**src/rtl/sincronizador_rx.sv**
```systemverilog
`default_nettype none
// ============================================================================
// Module      : sincronizador_rx
// Description : Serial comma-based byte aligner. Optional macro SYNC_LOSS_EN
//               drops sync after LOSS_LIMIT bytes without a comma.
// Revision    : 1.0 - initial release
// ============================================================================
module sincronizador_rx #(
   parameter logic [7:0] COM_SYMBOL = 8'hBC,
   parameter int         COM_COUNT  = 4,
   parameter int         LOSS_LIMIT = 16
) (
   input  logic       clk,
   input  logic       reset,
   input  logic       data_in,
   output logic       active,
   output logic [7:0] data_out,
   output logic       valid_out
);

   localparam int CW = $clog2(COM_COUNT + 1);

   typedef enum logic [1:0] {
      SEARCH = 2'd0,
      ALIGN  = 2'd1,
      SYNC   = 2'd2
   } state_t;

   state_t          state_q;
   logic [7:0]      sr_q;
   logic [7:0]      sr_d;
   logic [2:0]      bit_cnt_q;
   logic [CW-1:0]   com_cnt_q;
   logic [CW-1:0]   com_cnt_d;
   logic            active_q;
   logic [7:0]      data_out_q;
   logic            valid_out_q;
   logic            boundary_d;
   logic            is_com_d;

   assign sr_d       = {sr_q[6:0], data_in};
   assign is_com_d   = (sr_d == COM_SYMBOL);
   assign boundary_d = (bit_cnt_q == 3'd7);
   assign com_cnt_d  = (com_cnt_q == CW'(COM_COUNT)) ? com_cnt_q : com_cnt_q + CW'(1);

`ifdef SYNC_LOSS_EN
   localparam int BW = $clog2(LOSS_LIMIT + 1);
   logic [BW-1:0] byte_cnt_q;
   logic [BW-1:0] byte_cnt_d;
   assign byte_cnt_d = byte_cnt_q + BW'(1);
`else
   logic unused_loss_limit;
   assign unused_loss_limit = (LOSS_LIMIT == 0);
`endif

   always_ff @(posedge clk or posedge reset) begin
      if (reset) begin
         state_q     <= SEARCH;
         sr_q        <= 8'h00;
         bit_cnt_q   <= 3'd0;
         com_cnt_q   <= '0;
         active_q    <= 1'b0;
         data_out_q  <= 8'h00;
         valid_out_q <= 1'b0;
`ifdef SYNC_LOSS_EN
         byte_cnt_q  <= '0;
`endif
      end else begin
         sr_q        <= sr_d;
         valid_out_q <= 1'b0;
         case (state_q)
            SEARCH: begin
               bit_cnt_q <= 3'd0;
               if (is_com_d) begin
                  state_q   <= ALIGN;
                  com_cnt_q <= CW'(1);
               end
            end
            ALIGN: begin
               bit_cnt_q <= bit_cnt_q + 3'd1;
               // Only byte boundaries are examined; off-phase commas are ignored.
               if (boundary_d) begin
                  if (is_com_d) begin
                     com_cnt_q <= com_cnt_d;
                     if (com_cnt_d == CW'(COM_COUNT)) begin
                        state_q  <= SYNC;
                        active_q <= 1'b1;
                     end
                  end else begin
                     state_q   <= SEARCH;
                     com_cnt_q <= '0;
                  end
               end
            end
            SYNC: begin
               bit_cnt_q <= bit_cnt_q + 3'd1;
               if (boundary_d) begin
                  data_out_q  <= sr_d;
                  valid_out_q <= 1'b1;
`ifdef SYNC_LOSS_EN
                  if (is_com_d) begin
                     byte_cnt_q <= '0;
                  end else if (byte_cnt_d == BW'(LOSS_LIMIT)) begin
                     // The final byte is still delivered on this edge.
                     state_q    <= SEARCH;
                     active_q   <= 1'b0;
                     com_cnt_q  <= '0;
                     byte_cnt_q <= '0;
                  end else begin
                     byte_cnt_q <= byte_cnt_d;
                  end
`endif
               end
            end
            default: begin
               state_q  <= SEARCH;
               active_q <= 1'b0;
            end
         endcase
      end
   end

   assign active    = active_q;
   assign data_out  = data_out_q;
   assign valid_out = valid_out_q;

endmodule
`default_nettype wire

```
**config.mk**
```make
export PLATFORM = sky130hd
export DESIGN_NAME = sincronizador_rx
export DESIGN_NICKNAME = d
export VERILOG_FILES = /design/src/rtl/sincronizador_rx.sv
export SDC_FILE = /design/constraint.sdc
export NUM_CORES = 1
export LEC_CHECK = 0
export ABC_AREA = 1
export CAP_MARGIN = 20
export CORE_MARGIN = 2
export CORE_UTILIZATION = 45
export DETAILED_ROUTE_END_ITERATION = 6
export HOLD_SLACK_MARGIN = 0.15
export PLACE_DENSITY = 0.73
export SLEW_MARGIN = 20
export SYNTH_ARGS = -nofsm -noshare
export SYNTH_HDL_FRONTEND = slang
export SYNTH_SLANG_ARGS = --single-unit
```
**constraint.sdc**
```tcl
create_clock -name clk -period 4.01 [get_ports clk]
set_input_delay 0.401 -clock clk [delete_from_list [all_inputs] [get_ports clk]]
set_output_delay 0.401 -clock clk [all_outputs]
set_load 0.03 [all_outputs]
```
==> qor.txt <==
Area added between synthesis and finish - 16.12%
Clk sinks - 25
Die H - 54.52 µm
Async S/R FF share, synth - 1.000
First-pass GRT wire length - 3.601 mm
Critical Path End Type - output port
EDFF count, synth - 0
Die X - 54.52 µm
Post-layout min period - 1.793 ns
Slew Viols, Final - 0
PostCTS Resize Cnt - 0
CP max-delay cell - clkdlybuf4s50_1
Power Total - 0.0006092 W
Detailed placement HPWL - 1.501 mm
Die ar. - 2972 µm²
Setup_tns - 0 ns
Total Wirelength - 1.937 mm
R2r setup slk - 2.43 ns
PwrDens - 456.8 nW/µm²
Ys Warns - 0
CP Cell Sequence - clkdlybuf4s50_1
Via count - 837
Mapped Cells - 128
Total track usage - 0.1739
Reg clk slew, reported paths - 0.15 ns
Hold_sp - sr_q[5]
Startpoint types - register
Critical path class - register to output port
WL per Instance - 11.20 µm
Worst-margin pin slew - 0.9179 ns
FF-to-FF End - state_q[1]
Vias in the first global route - 849
Final setup violation count - 0
Largest stage delay, worst path - 0.67 ns
RSZ-0062 raised after global routing - no
TritonCTS clock tree - built
Register area share after synthesis - 0.5447
Crit path DAT - 1.39 ns
FP Rows - 18
Layout cell share with drive strength beyond 1 - 0.09091
Diodes inserted - 0
Setup WS pre-CTS - 2.266 ns
Most frequent cells in the layout - 43 x nand2_1, 25 x dfrtp_1, 13 x inv_1
Syn Area/Cell - 8.973 µm²
Initial antenna violation count - 0
Depth of the CTS H-tree - 1
Run status - completed
Hold path endpoint - sr_q[6]
Post-route antenna net violation count - 0
Final Util - 0.5433
R2r worst-path depth - 10
Port Buffer Count - 12
Top cells by area, synth - dfrtp_1 54%, nand2_1 14%, ha_1 8.7%
DRT iter0 DRCs - 11
Via density - 4.838
Initial Util - 0.4679
Cell Area, Synth - 1149 µm²
Drt first pass iters - 4
Synth cell types - 19
Worst Clk Skew - 0.01085 ns
Hold Crit Depth - 0
CTS Hold Buffers Added - 0
Syn nets - 139
Largest net degree at the start of global routing - 26
# DRC - 0
Final GP Congestion - 0.7943
Final worst slack - 2.217 ns
Flops & latches, synth - 25
Max Fclk - 557.7 MHz
VDD IR max - 0.0002957 V
Synth area leader - dfrtp_1
Longest Clk Path Bufs - 2
Root Driver - clkbuf_4
Share of the synthesized area in the top cell type - 0.5447
Worst-path fanout max - 2
Period utilisation layout - 0.4471
Max_slew headroom - 0.3874
Top FF cell, synth - dfrtp_1
Worst Path Required - 3.61 ns
Final nets - 155
P_leak - 0.6893 nW
CP bufs+invs - 1
Core box area - 2455 µm²
Worst R2R Start - com_cnt_q[0]
CTS buffer count - 3
I/O pin count - 13
GRT overflow - 0
Max-cap viol count - 0
Final hold vios - 0
Worst-skew pair later-pin latency - 0.34 ns
Critical path's top delay family - buffers and inverters
HP Class - register to register
Post-CTS Setup Bufs - 0
Most common cell after layout, fill and taps aside - nand2_1
## per-layer routing
metal,share of wire,GRT usage,up-vias
li1,-,-,432
met1,0.46,0.2189,390
met2,0.50,0.2851,10
met3,0.017,0.03279,5
met4,0.024,0.08750,0
met5,0,0,-
## worst max path at each step
stage / from / endpoint / slack [ns] / cells past startpoint
floorplan: com_cnt_q[0] / state_q[0] / 2.62 / 10
global placement: data_in / state_q[0] / 2.34 / 11
detailed placement: data_in / state_q[1] / 2.27 / 11
CTS: active / active / 2.20 / 1
global route: data_out[6] / data_out[6] / 2.15 / 1
finish: data_out[3] / data_out[3] / 2.22 / 1
## through the flow
stage	hold WS [ns]	area [µm²]	cells
final	0.4081	1334	173
after CTS	0.4069	1334	173
after floorplan	0.3537	1149	128
after global placement	0.3588	1303	169
after detailed placement	0.3693	1303	169
after global routing	0.4155	1334	173
## area by class of cell
class	instances	area [µm²]
repair buffers	12	120.1
multi-input cells	86	459.2
well taps	30	37.54
fillers	228	1121
flip-flops and latches	25	625.6
clock buffers	3	22.52
clock inverters	1	8.758
inverters	16	60.06
## where the power goes
group	internal, W	leakage [nW]	switching [W]
clock	0.0000408	0.0183	0.0000837
sequential	0.000277	0.321	0.0000204
combinational	0.0000655	0.349	0.000122
total	0.000383	0.689	0.000226
## registers in the layout (all words and copies together) (netlist names)
register and cells:
valid_out 1, state_q 2, data_out 8, active 1, bit_cnt_q 3, sr_q 7
com_cnt_q 3
## cells in the mapped netlist, types with 2 or more instances
| cell | count |
|---|---|
| a21oi_1 | 3 |
| dfrtp_1 | 25 |
| inv_1 | 13 |
| o21ai_0 | 4 |
| inv_2 | 2 |
| nor3_1 | 2 |
| nor2_4 | 2 |
| nand2_1 | 43 |
| nand2_4 | 2 |
| o21ai_1 | 3 |
| ha_1 | 8 |
| nor2_1 | 8 |
| nand3_1 | 7 |
## logic make-up after synthesis
logic type,synth area share
and+or+nand+nor,0.2614
buffers and inverters,0.05555
DFF,0.5447
adders and majority gates,0.08715
AOI/OAI and AO/OA,0.05119
(Power assumes the default switching activity.)
==> RTL edit: new RTL, config.mk and constraints unchanged <==
Make the reset (`reset`) synchronous in one clocked block.
--- a/src/rtl/sincronizador_rx.sv
+++ b/src/rtl/sincronizador_rx.sv
@@ -54,5 +54,5 @@
 `endif
 
-   always_ff @(posedge clk or posedge reset) begin
+   always_ff @(posedge clk) begin
       if (reset) begin
          state_q     <= SEARCH;
Check against the original RTL: no difference found for any inputs over 10 cycles, from zero or initial values and one cycle with reset high; that may be too few to reach the edited logic, so the function may still have changed.
==> RTL edit against the unedited design <==
  * Worst setup slack better by 0.045 ns
  * Critical path depth unchanged
  * Wire length up 3.3%
  * Maximum frequency up 2.6%
  * Clock power down 12%
  * Sequential share of layout area down 8.5 points
  * Combinational power down 6%
  * Sequential power down 6%
  * Final area down 2.3%
  * Via count up 7.6%
  * Synthesized area down 0.87%
  * Power down 6.9%
  * Sequential cell count unchanged
  * Critical path type unchanged
==> RTL edit: results (changes against the unedited design) <==
Outcome
  • Run status: finished clean

Synthesis
  • Ys flop type: dfxtp_1
  • Asr flop ratio synth: 0 (-1.000)
  • Synth top cells by count: dfxtp_1 (25), nand2_1 (22), nor2_1 (22), inv_1 (15), a21oi_1 (13)
  • Mapped Nets: 156 (+12%)
  • Synth unique cells: 23 (+4)
  • Average size of a mapped cell: 7.852 um^2 (-12%)
  • Register area share after synthesis: 0.4396 (-0.1051)
  • Synth area leaders: dfxtp_1 (44%), ha_1 (8.8%), nand2_1 (7.3%), nor2_1 (7.3%), a21oi_1 (5.7%)

Setup path
  • Max stage delay cell, worst path: clkdlybuf4s50_1
  • Critical Path Fanout Max: 2 (unchanged)
  • CP arrival: 1.35 ns (-0.04 ns)
  • CP max stage delay: 0.67 ns (about the same)

Place
  • I/O Buffers: 12 (unchanged)
  • HPWL after DPL: 1513 um (+0.78%)
  • Post-Place Cells: 184 (+8.9%)
  • Dpl ws: 2.176 ns (-0.09032 ns)
  • Post-DP Area: 1276 um^2 (-2.0%)
  • Routability cong.: 0.7711 (-2.9%)

Route
  • WL per Instance: 10.64 um (-5.0%)
  • 1st-iter DRT viols: 18 (+7)
  • Vias/cell: 4.793 (-0.94%)
  • Router iterations before antenna repair: 4 (unchanged)
  • Drt total wl: 2000 um (+3.3%)

Power and ir drop
  • Worst VDD drop: 0.2979 mV (+0.73%)
  • Leakage power total: 0.5548 nW (-20%)

Global route
  • Largest net degree at the start of global routing: 16 (-38%)
  • First-pass GRT wire length: 3332 um (-7.5%)
  • GRT Util Overall: 0.1593 (-0.01458)
  • Vias in the first global route: 840 (-1.1%)
  • Initial antenna violation count: 0 (unchanged)

Timing
  • Worst Max-Slew Pin Slew: 0.4694 ns (-0.4484 ns)
  • Clk_skew: 0.001181 ns (-0.009672 ns)

Clock tree
  • H-Tree Depth: 1 (unchanged)
  • Worst-path clk slew: 0.12 ns (-0.03 ns)
  • Resized cells post-CTS: 0 (unchanged)
  • Clk_lat worst skew: 0.31 ns (-0.03 ns)
  • CTS Buffer Depth: 2 (unchanged)
  • Clock root buffer: clkbuf_4
  • Num CTS Buffers: 3 (unchanged)
  • Postcts setup bufs: 0 (unchanged)

Final layout
  • Fin nets: 170 (+9.7%)
  • ANT cells: 0 (unchanged)
  • Layout cell share with drive strength beyond 1: 0.1203 (+0.02934)

Worst hold path
  • Min-Delay Path Class: reg2reg
## RTL edit: cell types whose count changed after synthesis, sizes merged, moves of 2 or more
| cell | delta |
|---|---|
| nand2 | -21 |
| nor3 | -2 |
| dfrtp | -25 |
| buf | +2 |
| inv | +6 |
| a21oi | +11 |
| nand3 | +2 |
| dfxtp | +25 |
| nor2 | +14 |
| o21ai | +4 |
## RTL edit: per-layer routing
metal | share of wire | track usage | routed length (um) | up-vias
met5 | 0 | 0 | 0 | -
met3 | 0.023 | 0.03825 | 46 | 7
li1 | - | - | - | 479
met4 | 0.029 | 0.1000 | 58 | 0
met1 | 0.46 | 0.1925 | 912 | 397
met2 | 0.49 | 0.2530 | 983 | 18
## RTL edit: final cells by class
cell class / count / area [um^2]
Fill cell: 244 / 1130
Multi-Input combinational cell: 95 / 535.5
Sequential cell: 25 / 500.5
Timing Repair Buffer: 12 / 120.1
Inverter: 22 / 82.58
Tap cell: 30 / 37.54
Clock buffer: 4 / 26.28
## RTL edit: final timing paths
kind / from / slack (ns) / depth (start not counted) / end
max: data_out[1] / 2.26 / 1 / data_out[1]
min: sr_q[0] / 0.44 / 2 / sr_q[1]
max reg2reg: state_q[1] / 2.53 / 9 / state_q[0]
min reg2reg: sr_q[0] / 0.44 / 2 / sr_q[1]
## RTL edit: worst register-to-register path, stage by stage, from the launching register on
cell	delay (ns)
dfxtp_1	0.41
inv_1	0.10
ha_1	0.24
inv_2	0.08
or2_4	0.14
nand2_4	0.05
a21oi_2	0.17
nand3_1	0.09
nand2_1	0.07
nor2_1	0.04
## RTL edit: report_power, final
group	switching, mW	internal [mW]
clock	0.0704	0.0389
combinational	0.111	0.0656
sequential	0.0148	0.267
total	0.196	0.371
## RTL edit: cell families (layout without fill, tap and decap cells)
kind of cell / Yosys count / count (layout) / share of synthesized area
fa+ha+maj: 8 / 8 / 0.08792
compound gates: 27 / 27 / 0.1242
simple gates: 60 / 60 / 0.2582
buf+inv: 25 / 38 / 0.09009
flops: 25 / 25 / 0.4396
